**src/rtl/sss_com_txfifo_if.sv**
```systemverilog
// Host/transmitter-side signal bundle for the serial transmit FIFO.
// The master side is the environment (host writer plus transmitter busy);
// the slave side is the FIFO/sequencer itself.
interface sss_com_txfifo_if #(
  parameter int DEPTH_LOG2 = 4
) ();
  logic [7:0]          wr_data;
  logic                wr_en;
  logic                clr_ovf;
  logic                tx_busy;
  logic [7:0]          tx_byte;
  logic                tx_send;
  logic                full;
  logic                empty;
  logic [DEPTH_LOG2:0] level;
  logic                overflow;

  modport master (
    output wr_data, wr_en, clr_ovf, tx_busy,
    input  tx_byte, tx_send, full, empty, level, overflow
  );

  modport slave (
    input  wr_data, wr_en, clr_ovf, tx_busy,
    output tx_byte, tx_send, full, empty, level, overflow
  );
endinterface

```
**src/rtl/sss_com_txfifo.sv**
```systemverilog
// Transmit byte FIFO and send sequencer in front of the 8N1 serial transmitter.
// Bytes are queued from the host and handed to the transmitter one at a time,
// pacing on its busy flag, with a timeout for a transmitter that never responds.
//
// state     | meaning
// ----------+-----------------------------------------------------------
// IDLE      | waiting for a queued byte and a non-busy transmitter
// LOAD      | byte popped, tx_send asserted for this single cycle
// WAIT_BUSY | waiting for the transmitter to raise busy (bounded by TIMEOUT)
// WAIT_DONE | frame in progress, waiting for busy to fall
module sss_com_txfifo #(
  parameter int DEPTH_LOG2 = 4,
  parameter int TIMEOUT    = 15
) (
  input  logic                 clk5,
  input  logic                 reset,
  sss_com_txfifo_if.slave      bus
);

  localparam int DEPTH = 2 ** DEPTH_LOG2;
  localparam int PW    = DEPTH_LOG2;
  localparam int CW    = DEPTH_LOG2 + 1;
  localparam int TW    = (TIMEOUT < 2) ? 1 : $clog2(TIMEOUT);

  typedef enum logic [1:0] {
    IDLE      = 2'd0,
    LOAD      = 2'd1,
    WAIT_BUSY = 2'd2,
    WAIT_DONE = 2'd3
  } state_t;

  state_t          state_q, state_d;
  logic [TW-1:0]   timer_q, timer_d;
  logic [PW-1:0]   wr_ptr_q, wr_ptr_d;
  logic [PW-1:0]   rd_ptr_q, rd_ptr_d;
  logic [CW-1:0]   count_q, count_d;
  logic            overflow_q, overflow_d;
  logic [7:0]      tx_byte_q, tx_byte_d;
  logic            tx_send_q, tx_send_d;
  logic [7:0]      mem_q [DEPTH];

  logic            full;
  logic            empty;
  logic            accept;
  logic            drop;
  logic            pop;

  assign full   = (count_q == CW'(DEPTH));
  assign empty  = (count_q == '0);
  // Full is the registered value: a write while full is dropped even if a pop
  // frees a slot at the same edge.
  assign accept = bus.wr_en & ~full;
  assign drop   = bus.wr_en & full;

  // Sequencer: next state, pop decision and registered transmitter outputs.
  always_comb begin
    state_d   = state_q;
    timer_d   = timer_q;
    tx_byte_d = tx_byte_q;
    tx_send_d = 1'b0;
    pop       = 1'b0;
    case (state_q)
      IDLE: begin
        if (!empty && !bus.tx_busy) begin
          pop       = 1'b1;
          tx_byte_d = mem_q[rd_ptr_q];
          tx_send_d = 1'b1;
          state_d   = LOAD;
        end
      end
      LOAD: begin
        timer_d = '0;
        state_d = WAIT_BUSY;
      end
      WAIT_BUSY: begin
        // timer counts completed WAIT_BUSY cycles; the state lasts TIMEOUT
        // cycles when busy never rises and the byte is then considered sent.
        if (bus.tx_busy) begin
          state_d = WAIT_DONE;
        end else if (timer_q == TW'(TIMEOUT - 1)) begin
          state_d = IDLE;
        end else begin
          timer_d = timer_q + TW'(1);
        end
      end
      WAIT_DONE: begin
        if (!bus.tx_busy) begin
          state_d = IDLE;
        end
      end
      default: state_d = IDLE;
    endcase
  end

  // FIFO bookkeeping: pointers, occupancy and sticky overflow.
  always_comb begin
    wr_ptr_d   = wr_ptr_q;
    rd_ptr_d   = rd_ptr_q;
    count_d    = count_q;
    overflow_d = overflow_q;
    if (accept) begin
      wr_ptr_d = wr_ptr_q + PW'(1);
    end
    if (pop) begin
      rd_ptr_d = rd_ptr_q + PW'(1);
    end
    case ({accept, pop})
      2'b10:   count_d = count_q + CW'(1);
      2'b01:   count_d = count_q - CW'(1);
      default: count_d = count_q;
    endcase
    if (bus.clr_ovf) begin
      overflow_d = 1'b0;
    end
    if (drop) begin
      overflow_d = 1'b1;
    end
  end

  // Control and status registers, cleared asynchronously.
  always_ff @(posedge clk5 or negedge reset) begin
    if (!reset) begin
      state_q    <= IDLE;
      timer_q    <= '0;
      wr_ptr_q   <= '0;
      rd_ptr_q   <= '0;
      count_q    <= '0;
      overflow_q <= 1'b0;
      tx_byte_q  <= '0;
      tx_send_q  <= 1'b0;
    end else begin
      state_q    <= state_d;
      timer_q    <= timer_d;
      wr_ptr_q   <= wr_ptr_d;
      rd_ptr_q   <= rd_ptr_d;
      count_q    <= count_d;
      overflow_q <= overflow_d;
      tx_byte_q  <= tx_byte_d;
      tx_send_q  <= tx_send_d;
    end
  end

  // Storage array; contents need no reset since a slot is always written before it is read.
  always_ff @(posedge clk5) begin
    if (accept) begin
      mem_q[wr_ptr_q] <= bus.wr_data;
    end
  end

  assign bus.tx_byte  = tx_byte_q;
  assign bus.tx_send  = tx_send_q;
  assign bus.full     = full;
  assign bus.empty    = empty;
  assign bus.level    = count_q;
  assign bus.overflow = overflow_q;

endmodule

```
**src/flat_wrapper.sv**
```systemverilog
// flat-port wrapper written by rule: the top's interface ports become plain ports
module sss_com_txfifo_flat 
#(
  parameter int DEPTH_LOG2 = 4,
  parameter int TIMEOUT    = 15
)
  (clk5, reset, bus_wr_data, bus_wr_en, bus_clr_ovf, bus_tx_busy, bus_tx_byte, bus_tx_send, bus_full, bus_empty, bus_level, bus_overflow);
  sss_com_txfifo_if #(.DEPTH_LOG2(DEPTH_LOG2)) bus_i ();
  input  logic clk5;
  input  logic reset;
  input wire logic [$bits(bus_i.wr_data)-1:0] bus_wr_data;
  input wire logic [$bits(bus_i.wr_en)-1:0] bus_wr_en;
  input wire logic [$bits(bus_i.clr_ovf)-1:0] bus_clr_ovf;
  input wire logic [$bits(bus_i.tx_busy)-1:0] bus_tx_busy;
  output wire logic [$bits(bus_i.tx_byte)-1:0] bus_tx_byte;
  output wire logic [$bits(bus_i.tx_send)-1:0] bus_tx_send;
  output wire logic [$bits(bus_i.full)-1:0] bus_full;
  output wire logic [$bits(bus_i.empty)-1:0] bus_empty;
  output wire logic [$bits(bus_i.level)-1:0] bus_level;
  output wire logic [$bits(bus_i.overflow)-1:0] bus_overflow;
  assign bus_i.wr_data = bus_wr_data;
  assign bus_i.wr_en = bus_wr_en;
  assign bus_i.clr_ovf = bus_clr_ovf;
  assign bus_i.tx_busy = bus_tx_busy;
  assign bus_tx_byte = bus_i.tx_byte;
  assign bus_tx_send = bus_i.tx_send;
  assign bus_full = bus_i.full;
  assign bus_empty = bus_i.empty;
  assign bus_level = bus_i.level;
  assign bus_overflow = bus_i.overflow;
  sss_com_txfifo #(.DEPTH_LOG2(DEPTH_LOG2), .TIMEOUT(TIMEOUT)) u_core (.clk5(clk5), .reset(reset), .bus(bus_i));
endmodule
```
**config.mk**
```make
export PLATFORM = sky130hd
export DESIGN_NAME = sss_com_txfifo_flat
export DESIGN_NICKNAME = d
export VERILOG_FILES = /design/src/rtl/sss_com_txfifo_if.sv /design/src/rtl/sss_com_txfifo.sv /design/src/flat_wrapper.sv
export SDC_FILE = /design/constraint.sdc
export NUM_CORES = 1
export LEC_CHECK = 0
export CAP_MARGIN = 10
export CORE_UTILIZATION = 64
export CTS_CLUSTER_DIAMETER = 120
export CTS_CLUSTER_SIZE = 10
export DETAILED_ROUTE_END_ITERATION = 7
export GPL_TIMING_DRIVEN = 0
export PLACE_DENSITY = 0.88
export SKIP_CTS_REPAIR_TIMING = 1
export SLEW_MARGIN = 40
export SYNTH_ARGS = -nofsm -noshare
export SYNTH_HDL_FRONTEND = slang
export SYNTH_SLANG_ARGS = --single-unit
```
**constraint.sdc**
```tcl
create_clock -name clk5 -period 5.5 [get_ports clk5]
set_input_delay 0.55 -clock clk5 [delete_from_list [all_inputs] [get_ports clk5]]
set_output_delay 0.55 -clock clk5 [all_outputs]
set_load 0.01 [all_outputs]
```
# Yosys cells after proc, flatten, opt, wreduce, memory -nomap -nowiden
# Memory sizes are Yosys's and may differ from the RTL's. A register that Yosys moved wholly into a read port is not among the register bits.
# Cells that the tools add are included.
[classes]
div = 0
n_mux = 15
n_eq_ne = 12
n_bitwise = 3
add_sub_neg = 5
shifts = 0
mul = 0
reduce_logical = 12
order_cmp = 0
[op_table]
columns = ["operator", "n"]
rows = [
  ["adder 4 x 1 -> 4 bit, second input constant", 3],
  ["one-hot mux 5 bit (2 select lines)", 1],
  ["two-way mux 2 bit", 4],
  ["two-way mux 4 bit", 2],
  ["one-hot mux 2 bit (4 select lines)", 1],
  ["one-hot mux 4 bit (2 select lines)", 1],
  ["== test 2 bit, second input constant", 3],
  ["two-way mux 1 bit", 6],
  ["!= test 2 bit, second input constant", 3],
  ["AND reduction 3 bit", 2],
  ["nonzero test 2 bit", 3],
  ["adder 5 x 1 -> 5 bit, second input constant", 1],
  ["== test 5 bit, second input constant", 1],
  ["logical NOT 5 bit", 1],
  ["subtractor 5 x 1 -> 5 bit, second input constant", 1],
  ["== test 2 x 1 -> 1 bit, second input constant", 2],
  ["== test 4 bit, second input constant", 1],
  ["logical NOT 1 bit", 3],
  ["!= test 3 x 2 -> 1 bit, second input constant", 1],
  ["bitwise AND 1 bit", 2],
  ["logical NOT 2 bit", 1],
  ["!= test 2 x 1 -> 1 bit, second input constant", 1],
  ["AND reduction 2 bit", 1],
  ["logical AND 1 bit", 1],
  ["NOT 1 bit", 1],
]
[totals]
mem_bits_ro = 0
ff_bits = 21
out_inout_bits = 17
ramBits = 128
input_bits = 13
latch_bits = 0
wordCells = 55
memories = 1
[mem_list]
columns = ["name", "words", "width", "read_ports", "rd_ports_with_merged_regs", "write_ports", "line_no", "text"]
rows = [
  ["u_core.mem_q", 16, 8, 1, 1, 1, "sss_com_txfifo.sv:40", "logic [7:0] mem_q [DEPTH];"],
]

# Logic depth before layout (Yosys ltp)
[depth]
depth_word = 7
depth_mapped = 12
ltp_nobuf = 10

# Worst setup path after synthesis
# No wires, ideal clock.
[synth_timing]
kind = "register to register"
from = "register u_core.count_q[1] (netlist: u_core.bus.level[1])"
to = "register u_core.count_q[4] (netlist: u_core.bus.level[4])"
arrival_ps = 2677
setup_ps = 123
setup_slack_ps = 2700
t_required_ps = 5377
path_stages_with_launch = 13
period_less_slack_ps = 2800
path_buffers = 2
path_cell_list = "dfrtp_1 -> buf_6 -> or4_4 -> o21ai_2 -> inv_1 -> ha_1 -> clkbuf_1 -> xor2_1 -> ha_1 -> o211a_1 -> o31ai_1 -> a31oi_1 -> xnor2_1"
[synth_between]
elab_chain_len = 7
word_cells_on_any_way = 14
classes_between = "add/sub (2); eq/ne (3); mux (3); bitwise (2); reduce/logical (4)"
[synth_lines]
columns = ["item", "line_no", "text"]
rows = [
  ["start: declaration", "sss_com_txfifo.sv:36", "logic [CW-1:0] count_q, count_d;"],
  ["start signal: assignment", "sss_com_txfifo.sv:136", "count_q <= count_d;"],
  ["logical NOT 5 bit (*)", "sss_com_txfifo.sv:49", "assign empty = (count_q == '0);"],
  ["logical NOT 1 bit (*)", "sss_com_txfifo.sv:64", "if (!empty && !bus.tx_busy) begin"],
  ["logical AND 1 bit (*)", "sss_com_txfifo.sv:64", ""],
  ["two-way mux 1 bit (*)", "sss_com_txfifo.sv:64", ""],
  ["two-way mux 1 bit (*)", "sss_com_txfifo.sv:62", "case (state_q)"],
  ["named net u_core.pop", "sss_com_txfifo.sv:46", "logic pop;"],
  ["== test 2 x 1 -> 1 bit or == test 2 bit (tied branches)", "sss_com_txfifo.sv:107", "case ({accept, pop})"],
  ["one-hot mux 5 bit (2 select lines) or nonzero test 2 bit (tied branches)", "n/a", ""],
]
# Mark *: on every way through the listed nets, which the timed path passes. The rest lies on a longest branch.
# A chain may end at the register's enable or synchronous reset.

# Worst setup path after layout
[layout_timing]
from = "register u_core.count_q[2] (netlist: u_core.bus.level[2])"
to = "register u_core.count_q[4] (netlist: u_core.bus.level[4])"
[layout_between]
elab_chain_len = 7
word_cells_on_any_way = 14
classes_between = "add/sub (2); eq/ne (3); mux (3); bitwise (2); reduce/logical (4)"
[layout_lines]
columns = ["item", "line_no"]
rows = [
  ["logical NOT 5 bit", "sss_com_txfifo.sv:49"],
  ["logical NOT 1 bit", "sss_com_txfifo.sv:64"],
  ["logical AND 1 bit", "sss_com_txfifo.sv:64"],
  ["two-way mux 1 bit", "sss_com_txfifo.sv:64"],
  ["two-way mux 1 bit", "sss_com_txfifo.sv:62"],
  ["== test 2 x 1 -> 1 bit or == test 2 bit (tied branches)", "sss_com_txfifo.sv:107"],
  ["one-hot mux 5 bit (2 select lines) or nonzero test 2 bit (tied branches)", "n/a"],
]
# Parallel ways exist; a longest one is shown, timed or not.

==> run_results.csv <==
group,metric,value,unit
outcome,status,"complete, no violations",
timing,period_minus_slack,3068,ps
setup_path,critPathCaptureType,"flop",
synth,synthFlopType,"edfxtp_1",
setup_path,crit_fanout,9,
synth,synth_nets,389,
cells_and_area,fill_cells,485,
cells_and_area,mostFrequentLayoutCells,"edfxtp_1 (128), dfrtp_1 (29), clkdlybuf4s50_1 (28), mux4_2 (22), nand2_1 (20)",
clock_network,cts_tree,"yes",
job,cap_violations,0,
global_route,grt_pass1_wl,20.71,mm
drt,detail_route.wl_per_cell,25.13,µm
timing,fin_crit_sh,0.5579,
synth,async_reset_ff_frac,0.1847,
drt,vias,3614,
clock_network,clk_latency,540,ps
setup_path,arrival,3500,ps
drt,detail-route-antenna-nets,0,
cells_and_area,final_nets,437,
clock_network,cts_root_buf,"clkbuf_8",
global_route,grt_overflow,0,
clock_network,cts_buffers,17,
synth,ys_ff_latch,157,
setup_path,critical_path_required,5930,ps
synth,yosys_warnings,0,
cells_and_area,postLayoutCoreUtil,0.7747,
cells_and_area,drive_gt1_frac,0.2113,
timing,rsz0062_at_grt,"false",
clock_network,cts_sinks,157,
floorplan,io_pins,30,
timing,max_clock_freq,325.9,MHz
synth,ys_types,43,
timing,fin_setup_tns,0,ps
synth,seq_area_frac_synth,0.6968,
setup_path,crit_path_start,"u_core.bus.level[2]$_DFFE_PN0P_",
cells_and_area,n_antenna_cell,0,
setup_path,cp-start-kind,"flop",
setup_path,rr_worst_depth,12,
floorplan,fp-row-count,36,
clock_network,clkTransAtPathRegs,70,ps
setup_path,reg2reg_slack,2430,ps
setup_path,r2r-end,"u_core.bus.level[4]$_DFFE_PN0P_",
clock_network,htree_levels,4,
timing,maxSlewViolCount,0,
place,io_buffer_count,29,
floorplan,dieArea,10660,µm²
timing,setup_viol,0,
timing,worstMarginPinSlew,828.8,ps
global_route,antenna_found_initial,0,
floorplan,die-width,103.2,µm
setup_path,timing.rr.start,"u_core.bus.level[2]$_DFFE_PN0P_",
global_route,grt_pass1_vias,3598,
cells_and_area,final_common_cell,"edfxtp_1",
setup_path,path_class,"flop to flop",
cells_and_area,multiInputGateArea,1828,µm²
synth,syn_area,6558,µm²
floorplan,die_h,103.2,µm
floorplan,start_util,0.6648,
power_and_ir_drop,max-vdd-ir-drop,0.2579,mV
synth,synthCells,365,
drt,via_per_inst,6.465,
place,gp_congestion,0.7710,
timing,finalHoldViolations,0,
floorplan,coreArea,9864,µm²
drt,drtIter0Drc,409,
cells_and_area,seq_area,4569,µm²
drt,wl,14.05,mm
power_and_ir_drop,powerDensity,528.0,nW/µm²
place,hpwl,8.199,mm
synth,avgSynthCellArea,17.97,µm²
drt,drcViolationCount,0,
drt,first_pass_iters,4,
setup_path,endpoint,"u_core.bus.level[4]$_DFFE_PN0P_",
min_path,hold_class,"primary input to asynchronous set/reset pin",
timing,relSlewSlack,0.4454,
cells_and_area,syn2layout_area_growth,16.54,%
timing,skew,13.27,ps
clock_network,cts_buffer_depth,2,
power_and_ir_drop,leakagePower,2.712,nW
global_route,track_usage,0.2920,
synth,synth_edf_count,128,
global_route,grt_start_max_net_pins,30,
cell type report:
| cell class | instances | share of cell area |
|---|---|---|
| Buffer | 21 | 0.02341 |
| Timing Repair Buffer | 29 | 0.03733 |
| Clock buffer | 17 | 0.05419 |
| Multi-Input combinational cell | 176 | 0.2392 |
| Inverter | 11 | 0.005403 |
| Sequential cell | 157 | 0.5979 |
| Clock inverter | 15 | 0.02079 |
| Tap cell | 133 | 0.02177 |
report_power, final:
part / switching [mW] / internal, mW / leakage [nW]
combinational: 0.704 / 0.616 / 0.919
sequential: 0.102 / 1.48 / 1.52
clock: 0.516 / 0.619 / 0.278
logic make-up after synthesis:
family | after synthesis | share of synthesized area
flip-flops | 157 | 0.6968
AND/OR/NAND/NOR | 62 | 0.04427
multiplexers | 52 | 0.1475
AO/OA/AOI/OAI | 40 | 0.04217
buffers and inverters | 32 | 0.03358
XOR/XNOR | 11 | 0.01469
adder cells (fa/ha/maj) | 11 | 0.02099
worst max-delay path, stage by stage, from the launching register on:
cell and delay (ps):
dfrtp_1 350, clkbuf_1 330, nor4_1 110, a21boi_2 450, inv_1 180, ha_1 240
clkbuf_1 200, xor2_1 180, ha_1 240, o211a_1 230, o31ai_1 200, a31oi_1 90
xnor2_1 150
worst min path at each step:
stage / from / to / slack (ps) / cells after the start
final: reset / u_core.bus.level[4]$_DFFE_PN0P_ / 30 / 1
after global routing: reset / u_core.bus.level[4]$_DFFE_PN0P_ / 70 / 1
after CTS: reset / u_core.bus.level[4]$_DFFE_PN0P_ / 40 / 1
after detailed placement: u_core.bus.tx_byte[1]$_DFFE_PN0P_ / u_core.bus.tx_byte[1]$_DFFE_PN0P_ / 470 / 2
after global placement: u_core.bus.tx_byte[6]$_DFFE_PN0P_ / u_core.bus.tx_byte[6]$_DFFE_PN0P_ / 460 / 2
after floorplan: reset / u_core.bus.level[0]$_DFFE_PN0P_ / 250 / 0
metrics by stage:
stage	area [µm²]	instances	power, mW	setup slack, ps	hold WS [ps]
after CTS	7607	559	4.005	2463	43.39
after floorplan	6558	365	2.458	2700	254.4
after global placement	7014	527	2.766	2316	458.5
final	7642	559	4.035	2432	31.09
after global routing	7642	559	4.198	2168	72.87
after detailed placement	7034	527	2.845	2264	473.6
registers in the layout, summed over array words and instances, names as in the netlist:
name                 cells
u_core.rd_ptr_q          4
u_core.wr_ptr_q          4
u_core.timer_q           4
u_core.mem_q           128
u_core.state_q           2
u_core.bus.tx_send       1
u_core.bus.tx_byte       8
u_core.bus.overflow      1
u_core.bus.level         5
routing by layer:
metal / global-route usage / up-vias / share of wire
li1: - / 1535 / -
met1: 0.3506 / 1823 / 0.36
met2: 0.4810 / 222 / 0.53
met3: 0.09812 / 34 / 0.089
met4: 0.1408 / 0 / 0.024
met5: 0 / - / 0
synthesized netlist by cell type, types with 2 or more instances:
| library cell | number | share of area |
|---|---|---|
| a31oi_1 | 3 | 0.0029 |
| nand2_1 | 20 | 0.011 |
| a21oi_1 | 8 | 0.0061 |
| xnor2_1 | 8 | 0.011 |
| ha_1 | 11 | 0.021 |
| o21ai_0 | 8 | 0.0061 |
| o22ai_1 | 3 | 0.0029 |
| mux2_2 | 7 | 0.012 |
| buf_6 | 5 | 0.0086 |
| a211o_1 | 3 | 0.0040 |
| nor3_1 | 7 | 0.0053 |
| xor2_1 | 3 | 0.0040 |
| buf_2 | 3 | 0.0023 |
| dfrtp_1 | 29 | 0.11 |
| mux4_2 | 22 | 0.076 |
| nor4_1 | 2 | 0.0019 |
| buf_12 | 3 | 0.0092 |
| a22o_1 | 4 | 0.0053 |
| nor2b_1 | 4 | 0.0038 |
| mux2i_1 | 13 | 0.020 |
| clkbuf_1 | 7 | 0.0040 |
| nor2_1 | 19 | 0.011 |
| mux4_1 | 10 | 0.040 |
| o21ai_2 | 4 | 0.0053 |
| nand4_1 | 2 | 0.0019 |
| inv_1 | 11 | 0.0063 |
| nand2b_1 | 3 | 0.0029 |
| edfxtp_1 | 128 | 0.59 |
No activity file was read; power rests on OpenSTA's default activity.
